<file path="src/rtl/uart_rx_fifo.sv">
// uart_rx_fifo: 8N1 UART receiver feeding a first-word-fall-through byte FIFO.
//
// Ports:
//   clk          block clock, rising edge
//   rst          asynchronous active-high reset
//   rx_i         serial input, idle high, asynchronous to clk
//   rx_data_o    byte at the FIFO head (meaningful only while rx_valid_o)
//   rx_valid_o   FIFO not empty
//   rx_ready_i   consumer accepts the head byte when rx_valid_o is also high
//   fifo_count_o FIFO occupancy, 0..FIFO_DEPTH
//   frame_err_o  sticky: a stop bit was sampled low
//   overrun_o    sticky: a byte arrived while the FIFO was full
//   clear_i      one-cycle clear of both sticky flags (a coincident set wins)
module uart_rx_fifo #(
  parameter int unsigned CLKS_PER_BIT = 434,
  parameter int unsigned FIFO_DEPTH   = 8
) (
  input  logic                         clk,
  input  logic                         rst,
  input  logic                         rx_i,
  output logic [7:0]                   rx_data_o,
  output logic                         rx_valid_o,
  input  logic                         rx_ready_i,
  output logic [$clog2(FIFO_DEPTH):0]  fifo_count_o,
  output logic                         frame_err_o,
  output logic                         overrun_o,
  input  logic                         clear_i
);

  localparam int unsigned PW = $clog2(FIFO_DEPTH);
  localparam int unsigned CW = PW + 1;
  localparam logic [15:0] HALF_LAST = 16'(CLKS_PER_BIT / 2 - 1);
  localparam logic [15:0] BIT_LAST  = 16'(CLKS_PER_BIT - 1);
  localparam logic [CW-1:0] FULL_COUNT = CW'(FIFO_DEPTH);

  typedef enum logic [1:0] {
    IDLE  = 2'd0,
    START = 2'd1,
    DATA  = 2'd2,
    STOP  = 2'd3
  } state_t;

  // ---------------------------------------------------------------------------
  // Input synchronizer and falling-edge detect
  // ---------------------------------------------------------------------------
  logic [1:0] sync_q;
  logic [1:0] live_q;
  logic       rx_prev;
  logic       rx_s;
  logic       rx_fall;

  assign rx_s = sync_q[1];

  // live_q marks when sync_q[1] carries a real sample rather than its reset
  // value, so a line already low at reset release is not taken as an edge.
  always_ff @(posedge clk or posedge rst) begin
    if (rst) begin
      sync_q  <= 2'b11;
      live_q  <= 2'b00;
      rx_prev <= 1'b0;
    end else begin
      sync_q  <= {sync_q[0], rx_i};
      live_q  <= {live_q[0], 1'b1};
      rx_prev <= rx_s & live_q[1];
    end
  end

  assign rx_fall = rx_prev & ~rx_s;

  // ---------------------------------------------------------------------------
  // Receiver FSM
  // ---------------------------------------------------------------------------
  state_t      state, state_n;
  logic [15:0] timer, timer_n;
  logic [2:0]  idx, idx_n;
  logic [7:0]  shift, shift_n;
  logic        push;
  logic        ferr_set;

  // State register
  always_ff @(posedge clk or posedge rst) begin
    if (rst) begin
      state <= IDLE;
      timer <= '0;
      idx   <= '0;
      shift <= '0;
    end else begin
      state <= state_n;
      timer <= timer_n;
      idx   <= idx_n;
      shift <= shift_n;
    end
  end

  // Next-state: start check at half bit, data/stop sampled one full bit later
  always_comb begin
    state_n  = state;
    timer_n  = timer;
    idx_n    = idx;
    shift_n  = shift;
    push     = 1'b0;
    ferr_set = 1'b0;
    case (state)
      IDLE: begin
        if (rx_fall) begin
          state_n = START;
          timer_n = '0;
        end
      end
      START: begin
        if (timer == HALF_LAST) begin
          timer_n = '0;
          idx_n   = '0;
          state_n = rx_s ? IDLE : DATA;
        end else begin
          timer_n = timer + 16'd1;
        end
      end
      DATA: begin
        if (timer == BIT_LAST) begin
          timer_n = '0;
          shift_n = {rx_s, shift[7:1]};
          idx_n   = idx + 3'd1;
          if (idx == 3'd7) begin
            state_n = STOP;
          end
        end else begin
          timer_n = timer + 16'd1;
        end
      end
      STOP: begin
        if (timer == BIT_LAST) begin
          timer_n = '0;
          state_n = IDLE;
          if (rx_s) begin
            push = 1'b1;
          end else begin
            ferr_set = 1'b1;
          end
        end else begin
          timer_n = timer + 16'd1;
        end
      end
      default: state_n = IDLE;
    endcase
  end

  // ---------------------------------------------------------------------------
  // FIFO with a registered head byte
  // ---------------------------------------------------------------------------
  logic [7:0]    mem [FIFO_DEPTH];
  logic [PW-1:0] wr_ptr;
  logic [PW-1:0] rd_ptr;
  logic          full;
  logic          pop;
  logic          wr_en;
  logic          ovr_set;
  logic [CW-1:0] count_n;

  assign full    = (fifo_count_o == FULL_COUNT);
  assign pop     = rx_valid_o & rx_ready_i;
  assign wr_en   = push & (~full | pop);
  assign ovr_set = push & full & ~pop;

  // Occupancy after this cycle's push/pop
  always_comb begin
    count_n = fifo_count_o;
    case ({wr_en, pop})
      2'b10:   count_n = fifo_count_o + CW'(1);
      2'b01:   count_n = fifo_count_o - CW'(1);
      default: count_n = fifo_count_o;
    endcase
  end

  // Storage array, no reset needed
  always_ff @(posedge clk) begin
    if (wr_en) begin
      mem[wr_ptr] <= shift;
    end
  end

  // Pointers, count, valid and head byte
  always_ff @(posedge clk or posedge rst) begin
    if (rst) begin
      wr_ptr       <= '0;
      rd_ptr       <= '0;
      fifo_count_o <= '0;
      rx_valid_o   <= 1'b0;
      rx_data_o    <= '0;
    end else begin
      if (wr_en) begin
        wr_ptr <= wr_ptr + PW'(1);
      end
      if (pop) begin
        rd_ptr <= rd_ptr + PW'(1);
      end
      fifo_count_o <= count_n;
      rx_valid_o   <= (count_n != '0);
      // Head follows the pushed byte when it becomes the only entry,
      // otherwise the next stored entry after a pop.
      if (wr_en && ((fifo_count_o == '0) || ((fifo_count_o == CW'(1)) && pop))) begin
        rx_data_o <= shift;
      end else if (pop && (fifo_count_o > CW'(1))) begin
        rx_data_o <= mem[rd_ptr + PW'(1)];
      end
    end
  end

  // Sticky flags; a set in the same cycle as clear_i wins
  always_ff @(posedge clk or posedge rst) begin
    if (rst) begin
      frame_err_o <= 1'b0;
      overrun_o   <= 1'b0;
    end else begin
      if (ferr_set) begin
        frame_err_o <= 1'b1;
      end else if (clear_i) begin
        frame_err_o <= 1'b0;
      end
      if (ovr_set) begin
        overrun_o <= 1'b1;
      end else if (clear_i) begin
        overrun_o <= 1'b0;
      end
    end
  end

endmodule

</file>
<file path="config.mk">
export PLATFORM = sky130hd
export DESIGN_NAME = uart_rx_fifo
export DESIGN_NICKNAME = d
export VERILOG_FILES = /design/src/rtl/uart_rx_fifo.sv
export SDC_FILE = /design/constraint.sdc
export NUM_CORES = 1
export LEC_CHECK = 0
export ABC_AREA = 1
export BUFFER_PORTS_ARGS = -buffer_cell sky130_fd_sc_hd__buf_2
export CELL_PAD_IN_SITES_DETAIL_PLACEMENT = 0
export CELL_PAD_IN_SITES_GLOBAL_PLACEMENT = 1
export CORE_MARGIN = 5
export CORE_UTILIZATION = 25
export CTS_CLUSTER_SIZE = 28
export DETAILED_ROUTE_END_ITERATION = 10
export GPL_ROUTABILITY_DRIVEN = 0
export PLACE_DENSITY_LB_ADDON = 0.3
export SETUP_SLACK_MARGIN = 0.1
export SLEW_MARGIN = 20
export SYNTH_ARGS = -nofsm -noshare
export SYNTH_HDL_FRONTEND = slang
export SYNTH_SLANG_ARGS = --single-unit
</file>
<file path="constraint.sdc">
create_clock -name clk -period 2.3 [get_ports clk]
set_input_delay 0 -clock clk [delete_from_list [all_inputs] [get_ports clk]]
set_output_delay 0 -clock clk [all_outputs]
set_load 0.02 [all_outputs]
</file>
==> flow_summary.json, run 1 <==
{
  "grt_pass1_vias": 3870,
  "io_buffer_count": 19,
  "cp_num_buf_inv": 3,
  "cts.clk_slew.worst_paths_ns": 0.06,
  "track_usage": 0.111,
  "p_comb_frac": 0.322,
  "finalMaxSlewViolations": 0,
  "hold_viol_final": 0,
  "syn2layout_area_growth_pct": 25.5,
  "clk_latency_ns": 0.42,
  "max_freq_mhz": 477,
  "hold_path.class": "input pin to flop",
  "final-setup-viol-count": 0,
  "ir_worst_vdd_mv": 0.479,
  "seq_power_share": 0.320,
  "maxSlewHeadroom": 0.531,
  "power_density_nw_per_um2": 1190,
  "p_leak_nw": 2.72,
  "outcome": "finished, final reports clean",
  "syn_nets": 522,
  "path_class": "flop to flop",
  "dr.pass1.iters": 7,
  "multiInputGateArea_um2": 1920,
  "p_int_w": 0.00523,
  "end_kind": "flop",
  "critical_path_arrival_ns": 2.23,
  "drtIter0Drc": 129,
  "final_common_cell": "nand2_1",
  "ys_ff_latch": 119,
  "place_inst": 805,
  "overflow": 0,
  "clkPwrFrac": 0.358,
  "fill_cells": 2154,
  "path_cells": "inv_2 > ha_1 > nand3_2 > nor2_4 > nand3_4 > nor2_8 > inv_2 > or2_4 > nor3_4 > buf_12",
  "mostFrequentLayoutCells": "nand2_1, nor2_1, edfxtp_1, dfrtp_1, o21ai_0",
  "stdcell_count": 847,
  "cts_root_buf": "clkbuf_16",
  "max_stage_delay_ns": 0.41,
  "die-area_um2": 24500,
  "async_reset_ff_frac": 0.462,
  "syn_avg_cell_area_um2": 10.6,
  "crit_family": "simple AND/OR/NAND/NOR gates",
  "cp_max_fo": 8,
  "drc": 0,
  "cts.htree.levels": 4,
  "die_x_um": 156,
  "layout.nets": 575,
  "hpwl_um": 9070,
  "cts_buffer_depth": 2,
  "seq_area_um2": 3300,
  "fin_crit_ns": 2.10,
  "clock-sinks": 119,
  "swShare": 0.347,
  "yosysSeqAreaShare": 0.615,
  "cts_tree": "built",
  "start_util": 0.254,
  "grt_antenna_before_repair": 0,
  "ys.warnings.count": 0,
  "fin_worst_skew_ns": 0.00918,
  "grt_pass1_wl_um": 21000,
  "drive_gt1_frac": 0.205,
  "synth_cell_types": 40,
  "rows": 53,
  "wl_per_cell_um": 15.3,
  "final.period_utilization": 0.912,
  "core-area_um2": 21100,
  "io_pins": 20,
  "ys.flop_type": "edfxtp_1",
  "rsz0062_at_grt": "false",
  "setup_tns_ns": 0,
  "syn_area_um2": 5360,
  "cts_buffers": 17,
  "cap_viol_max_count": 0,
  "grt_max_degree": 34,
  "crit_required_ns": 2.43,
  "synthCells": 506,
  "routed_wl_um": 12900,
  "switching_power_w": 0.00277,
  "vias_per_cell": 4.44,
  "postRouteAntennaNets": 0,
  "vias": 3761,
  "startpoint_type": "flop",
  "die_h_um": 156,
  "num_antenna_cells": 0,
  "synth_edf_count": 64,
  "cp_slowest_cell": "dfrtp_1",
  "cpMostUsedCell": "inv_2",
  "tightest_slew_ns": 0.702
}
-- worst register-to-register path, stage by stage, from the launching register on --
cell and delay, ns:
dfrtp_1 0.41, inv_2 0.08, ha_1 0.16, nand3_2 0.09, nor2_4 0.15, nand3_4 0.12, nor2_8 0.11, inv_2 0.04
or2_4 0.31, nor3_4 0.21, buf_12 0.14
-- Yosys cell counts (11+ instances only) --
cell,number,area (µm²)
dfrtp_1,53,1330
edfxtp_1,64,1920
ha_1,11,138
inv_1,34,128
nand2_1,70,263
nand3_1,40,200
nor2_1,65,244
nor3_1,11,55.1
o21ai_0,43,215
o21ai_1,11,55.1
o22ai_1,11,68.8
xor2_1,12,105
-- per-layer routing --
| metal | GRT usage | wire length, µm | vias to the layer above |
|---|---|---|---|
| met5 | 0 | 0 | - |
| met2 | 0.189 | 6640 | 57 |
| met1 | 0.134 | 5690 | 1816 |
| li1 | - | - | 1873 |
| met4 | 0.0430 | 223 | 0 |
| met3 | 0.0299 | 380 | 15 |
-- logic make-up (layout without fill, tap and decap cells) --
| logic type | count (synthesis) | in the layout | share of synthesized area |
|---|---|---|---|
| AOI/OAI and AO/OA | 89 | 90 | 0.0996 |
| xor gates and xnor gates | 14 | 14 | 0.0243 |
| adders and majority gates | 11 | 11 | 0.0257 |
| buffers and inverters | 58 | 123 | 0.0457 |
| DFF | 119 | 119 | 0.615 |
| muxes | 7 | 7 | 0.0147 |
| other | 1 | 1 | 0.000699 |
| and+or+nand+nor | 207 | 207 | 0.174 |
-- what timing repair did --
action	4_1_cts	5_1_grt
gates resized for setup	0	8
endpoints found under the setup margin	29	71
hold buffers	3	0
setup buffers	3	3
hold endpoints to repair	31	0
cloned	0	1
pin swaps	4	9
-- layout make-up --
| class | count | share of cell area |
|---|---|---|
| repair buffers | 48 | 0.0548 |
| flip-flops and latches | 119 | 0.491 |
| clock inverters | 14 | 0.0307 |
| inverters | 43 | 0.0242 |
| well taps | 275 | 0.0511 |
| clock buffers | 18 | 0.0637 |
| multi-input cells | 330 | 0.285 |
-- final timing paths --
kind,startpoint,end,depth (start not counted),slack [ns]
worst max-delay path,timer[1],mem[0][1],10,0.20
worst min-delay path,rx_ready_i,rd_ptr[2],5,0.11
worst max register to register,timer[1],mem[0][1],10,0.20
worst min register to register,live_q[0],live_q[1],0,0.35
max in group asynchronous,rst,rx_data_o[7],4,1.39
min in group asynchronous,rst,rd_ptr[2],3,0.25
-- power by group through the flow --
stage / Clock, W / Combinational, W / Sequential (W)
6_report: 0.00286 / 0.00257 / 0.00256
3_5_place_dp: 0 / 0.00254 / 0.00260
5_1_grt: 0.00304 / 0.00292 / 0.00258
2_1_floorplan: 0 / 0.00157 / 0.00273
3_3_place_gp: 0 / 0.00254 / 0.00260
4_1_cts: 0.00292 / 0.00256 / 0.00256
-- flip-flops by register name, summed over array words and instances (netlist names), 2 cells and up, named ones only --
| register | flops |
|---|---|
| rd_ptr | 3 |
| timer | 16 |
| sync_q | 2 |
| fifo_count_o | 4 |
| idx | 3 |
| wr_ptr | 3 |
| live_q | 2 |
| rx_data_o | 8 |
| shift | 8 |
| mem | 64 |
-- stage by stage --
| step | util | setup WS, ns | area, µm² | hold WS, ns | total power (W) |
|---|---|---|---|---|---|
| after global placement | 0.282 | 0.0790 | 5940 | 0.117 | 0.00513 |
| after CTS | 0.316 | 0.113 | 6670 | 0.0304 | 0.00804 |
| after global routing | 0.319 | 0.0972 | 6730 | 0.137 | 0.00855 |
| after detailed placement | 0.282 | 0.0439 | 5940 | 0.118 | 0.00514 |
| final | 0.319 | 0.201 | 6730 | 0.106 | 0.00800 |
| after floorplan | - | 0.140 | 5430 | 0.00448 | 0.00430 |
Power figures use the tool's default switching activity.
==> run 2, diff against run 1 <==
- RECOVER_POWER: not set -> 50
==> flow_summary.json, run 2 (same netlist as run 1, synthesis figures left out) <==
{
  "overflow": 0,
  "die-area_um2": 24500,
  "place_inst": 805,
  "r2r-start": "sync_q[1]",
  "registers.top_by_ff_count": "mem",
  "finalMaxSlewViolations": 0,
  "final.setup.worst_slack_ns": 0.190,
  "num_antenna_cells": 0,
  "grt_pass1_vias": 3870,
  "grt_pass1_wl_um": 21000,
  "path_cells": "inv_1 > nor2_1 > nand3_4 > nor2_8 > inv_2 > or2_4 > nor3_4 > buf_12",
  "tightest_slew_ns": 1.26,
  "final_common_cell": "nand2_1",
  "start_util": 0.254,
  "vias_per_cell": 4.46,
  "power_density_nw_per_um2": 1190,
  "final.period_utilization": 0.917,
  "cts_buffers": 17,
  "setup_tns_ns": 0,
  "p_leak_nw": 2.68,
  "crit_required_ns": 2.43,
  "r2r_slack_ns": 0.19,
  "dr.pass1.iters": 7,
  "crit_family": "simple AND/OR/NAND/NOR gates",
  "syn2layout_area_growth_pct": 25.2,
  "wl_per_cell_um": 15.2,
  "layout.nets": 575,
  "ir_worst_vdd_mv": 0.478,
  "drtIter0Drc": 141,
  "cp_max_fo": 8,
  "fin_crit_ns": 2.11,
  "io_buffer_count": 19,
  "cts_buffer_depth": 2,
  "cp_num_buf_inv": 3,
  "cts_root_buf": "clkbuf_16",
  "min_to": "rd_ptr[2]",
  "startpoint_type": "flop",
  "reg_top3": "mem x64, timer x16",
  "pre_cts_slack_ns": 0.0439,
  "cts.clk_slew.worst_paths_ns": 0.06,
  "cts.htree.levels": 4,
  "postRouteAntennaNets": 0,
  "grt_antenna_before_repair": 0,
  "outcome": "finished, final reports clean",
  "grt_max_degree": 34,
  "min-delay-start": "rx_ready_i",
  "io_pins": 20,
  "cp_slowest_cell": "dfstp_1",
  "hpwl_um": 9070,
  "maxSlewHeadroom": 0.160,
  "core-area_um2": 21100,
  "largest_reg_flops": 64,
  "hold_depth": 5,
  "max_freq_mhz": 474,
  "fin_worst_skew_ns": 0.00834,
  "mostFrequentLayoutCells": "nand2_1, nor2_1, edfxtp_1, dfrtp_1, o21ai_0",
  "drc": 0,
  "final-setup-viol-count": 0,
  "reg2regPathDepth": 8,
  "path_class": "flop to flop",
  "rsz0062_at_grt": "false",
  "critical_path_arrival_ns": 2.24,
  "max_stage_delay_ns": 0.56,
  "track_usage": 0.111,
  "die_x_um": 156,
  "drive_gt1_frac": 0.178,
  "cap_viol_max_count": 0,
  "rows": 53,
  "die_h_um": 156,
  "vias": 3780,
  "cts_tree": "built",
  "routed_wl_um": 12900,
  "hold_path.class": "input pin to flop",
  "clk_latency_ns": 0.42,
  "r2r_end": "mem[0][1]",
  "end_kind": "flop",
  "hold_viol_final": 0,
  "stdcell_count": 847,
  "clock-sinks": 119
}
==> run 2: changes by cell type in the layout (fill, tap and decap cells not counted), sizes merged <==
cell	delta
buf	-14
clkbuf	+14
==> run 2: worst max path at each step <==
| stage | from | end | slack, ns | depth (start not counted) |
|---|---|---|---|---|
| floorplan | fifo_count_o[0] | mem[0][0] | 0.14 | 8 |
| global placement | timer[1] | mem[0][1] | 0.08 | 9 |
| detailed placement | timer[1] | mem[0][7] | 0.04 | 9 |
| CTS | timer[1] | mem[4][6] | 0.11 | 10 |
| global route | fifo_count_o[1] | mem[0][7] | 0.1 | 9 |
| finish | sync_q[1] | mem[0][1] | 0.19 | 8 |
==> run 2: final cells by class <==
| type | count | area [µm²] |
|---|---|---|
| Clock buffer | 18 | 429 |
| Clock inverter | 14 | 206 |
| Fill cell | 2161 | 14400 |
| Inverter | 43 | 163 |
| Multi-Input combinational cell | 330 | 1920 |
| Sequential cell | 119 | 3300 |
| Tap cell | 275 | 344 |
| Timing Repair Buffer | 48 | 348 |
==> run 2: tightest hold or removal path: cells and delay by family <==
family / cells / cell delay [ns]
buffers and inverters: 2 / 0.26
AND/OR/NAND/NOR: 2 / 0.13
AO/OA/AOI/OAI: 1 / 0.07
==> run 2: what timing repair did <==
action                                  CTS  global route
pin swaps                                 4             9
gates resized for setup                   0             8
hold buffers                              3             0
buffers inserted                          3             3
hold endpoints to repair                 31             0
endpoints found under the setup margin   29            71
gates cloned                              0             1
==> run 2: report_power, final <==
group	switching (W)	internal (W)	leakage, nW
registers	0.000137	0.00242	1.30
logic	0.00168	0.000868	1.08
clock network	0.000954	0.00191	0.299
total	0.00277	0.00520	2.68
==> run 2: routing by layer <==
| metal | GRT usage | share of wire | vias up |
|---|---|---|---|
| met5 | 0 | 0 | - |
| met4 | 0.0430 | 0.019 | 0 |
| met3 | 0.0299 | 0.032 | 17 |
| met2 | 0.189 | 0.51 | 66 |
| met1 | 0.134 | 0.44 | 1823 |
| li1 | - | - | 1874 |
==> run 2: per-stage QoR <==
stage | hold slack (ns) | power, W | util | instance area, µm²
after floorplan | 0.00448 | 0.00430 | - | 5430
after detailed placement | 0.118 | 0.00514 | 0.282 | 5940
after global placement | 0.117 | 0.00513 | 0.282 | 5940
final | 0.0994 | 0.00797 | 0.318 | 6710
after global routing | 0.137 | 0.00852 | 0.318 | 6710
after CTS | 0.0304 | 0.00804 | 0.316 | 6670
==> run 3, diff against run 2 <==
- RECOVER_POWER: 50 -> 25
==> flow_summary.json, run 3 (same netlist as run 1, synthesis figures left out) <==
{
  "overflow": 0,
  "vias": 3760,
  "final.period_utilization": 0.917,
  "hold_viol_final": 0,
  "cts.htree.levels": 4,
  "dr.pass1.iters": 7,
  "r2r_slack_ns": 0.19,
  "drtIter0Drc": 129,
  "fin_crit_ns": 2.11,
  "ir_worst_vdd_mv": 0.479,
  "tightest_slew_ns": 1.27,
  "utilization": 0.319,
  "clock-sinks": 119,
  "finalPower_w": 0.00800,
  "power_density_nw_per_um2": 1190,
  "cts.clk_slew.worst_paths_ns": 0.06,
  "end_kind": "flop",
  "min_to": "rd_ptr[2]",
  "grt_pass1_vias": 3870,
  "crit_required_ns": 2.43,
  "final-setup-viol-count": 0,
  "io_pins": 20,
  "hpwl_um": 9070,
  "grt_pass1_wl_um": 21000,
  "core-area_um2": 21100,
  "die-area_um2": 24500,
  "drive_gt1_frac": 0.201,
  "r2r_end": "mem[0][1]",
  "die_x_um": 156,
  "dpl_cell_area_um2": 5940,
  "registers.top_by_ff_count": "mem",
  "postRouteAntennaNets": 0,
  "track_usage": 0.111,
  "mostFrequentLayoutCells": "nand2_1, nor2_1, edfxtp_1, dfrtp_1, o21ai_0",
  "multiInputGateArea_um2": 1920,
  "fin_area_um2": 6730,
  "cts_root_buf": "clkbuf_16",
  "reg_top3": "mem x64, timer x16",
  "wl_per_cell_um": 15.3,
  "seq_area_um2": 3300,
  "grt_max_degree": 34,
  "p_leak_nw": 2.72,
  "place_inst": 805,
  "critical_path_arrival_ns": 2.24,
  "startpoint_type": "flop",
  "rsz0062_at_grt": "false",
  "clk_latency_ns": 0.42,
  "cp_max_fo": 8,
  "hold_depth": 5,
  "fin_worst_skew_ns": 0.00919,
  "path_class": "flop to flop",
  "max_freq_mhz": 474,
  "outcome": "finished, final reports clean",
  "reg2regPathDepth": 8,
  "cts_tree": "built",
  "vias_per_cell": 4.44,
  "finalMaxSlewViolations": 0,
  "syn2layout_area_growth_pct": 25.5,
  "die_h_um": 156,
  "cap_viol_max_count": 0,
  "cp_slowest_cell": "dfstp_1",
  "hold_path.class": "input pin to flop",
  "maxSlewHeadroom": 0.154,
  "min-delay-start": "rx_ready_i",
  "layout.nets": 575,
  "io_buffer_count": 19,
  "largest_reg_flops": 64,
  "path_cells": "inv_1 > nor2_1 > nand3_4 > nor2_8 > inv_2 > or2_4 > nor3_4 > buf_12",
  "final_common_cell": "nand2_1",
  "num_antenna_cells": 0,
  "setup_tns_ns": 0,
  "cts_buffer_depth": 2,
  "grt_antenna_before_repair": 0,
  "max_stage_delay_ns": 0.56,
  "routed_wl_um": 12900,
  "stdcell_count": 847,
  "rows": 53,
  "start_util": 0.254,
  "drc": 0,
  "r2r-start": "sync_q[1]",
  "cts_buffers": 17,
  "fill_cells": 2154
}
[run 3: cell count changes in the layout (fill, tap and decap cells not counted), sizes merged]
cell,previous run,this run
buf,31,45
clkbuf,32,18
[run 3: repair_timing]
action / in CTS / in global routing
endpoints found under the setup margin: 29 / 71
hold buffers: 3 / 0
setup buffers: 3 / 3
endpoints found under the hold margin: 31 / 0
pin swaps: 4 / 9
cloned: 0 / 1
gates resized for setup: 0 / 8
[run 3: worst max path at each step]
stage | start | cells after the start | endpoint | slack [ns]
2_1_floorplan | fifo_count_o[0] | 8 | mem[0][0] | 0.14
3_3_place_gp | timer[1] | 9 | mem[0][1] | 0.08
3_5_place_dp | timer[1] | 9 | mem[0][7] | 0.04
4_1_cts | timer[1] | 10 | mem[4][6] | 0.11
5_1_grt | fifo_count_o[1] | 9 | mem[0][7] | 0.1
6_report | sync_q[1] | 8 | mem[0][1] | 0.19
[run 3: worst max-delay path, delay by kind of cell (launching register included)]
family	cells	cell delay [ns]
buf+inv	3	0.26
flops	1	0.56
simple gates	5	1.01
[run 3: per-stage QoR]
stage / setup slack, ns / hold WS, ns
2_1_floorplan: 0.140 / 0.00448
3_3_place_gp: 0.0790 / 0.117
3_5_place_dp: 0.0439 / 0.118
4_1_cts: 0.113 / 0.0304
5_1_grt: 0.0972 / 0.137
6_report: 0.190 / 0.106
[run 3: layout make-up]
cell class | count | area share
clock buffers | 18 | 0.0637
clock inverters | 14 | 0.0307
well taps | 275 | 0.0511
flip-flops and latches | 119 | 0.491
multi-input cells | 330 | 0.285
inverters | 43 | 0.0242
repair buffers | 48 | 0.0548
[run 3: metal layers]
| layer | vias up | track usage | part of all wire |
|---|---|---|---|
| met5 | - | 0 | 0 |
| met4 | 0 | 0.0430 | 0.017 |
| met3 | 15 | 0.0299 | 0.029 |
| met2 | 57 | 0.189 | 0.51 |
| met1 | 1817 | 0.134 | 0.44 |
| li1 | 1871 | - | - |
[run 3: power breakdown]
group	internal [W]	leakage, nW	switching, W
logic	0.000893	1.13	0.00168
registers	0.00242	1.30	0.000136
clock network	0.00191	0.299	0.000955
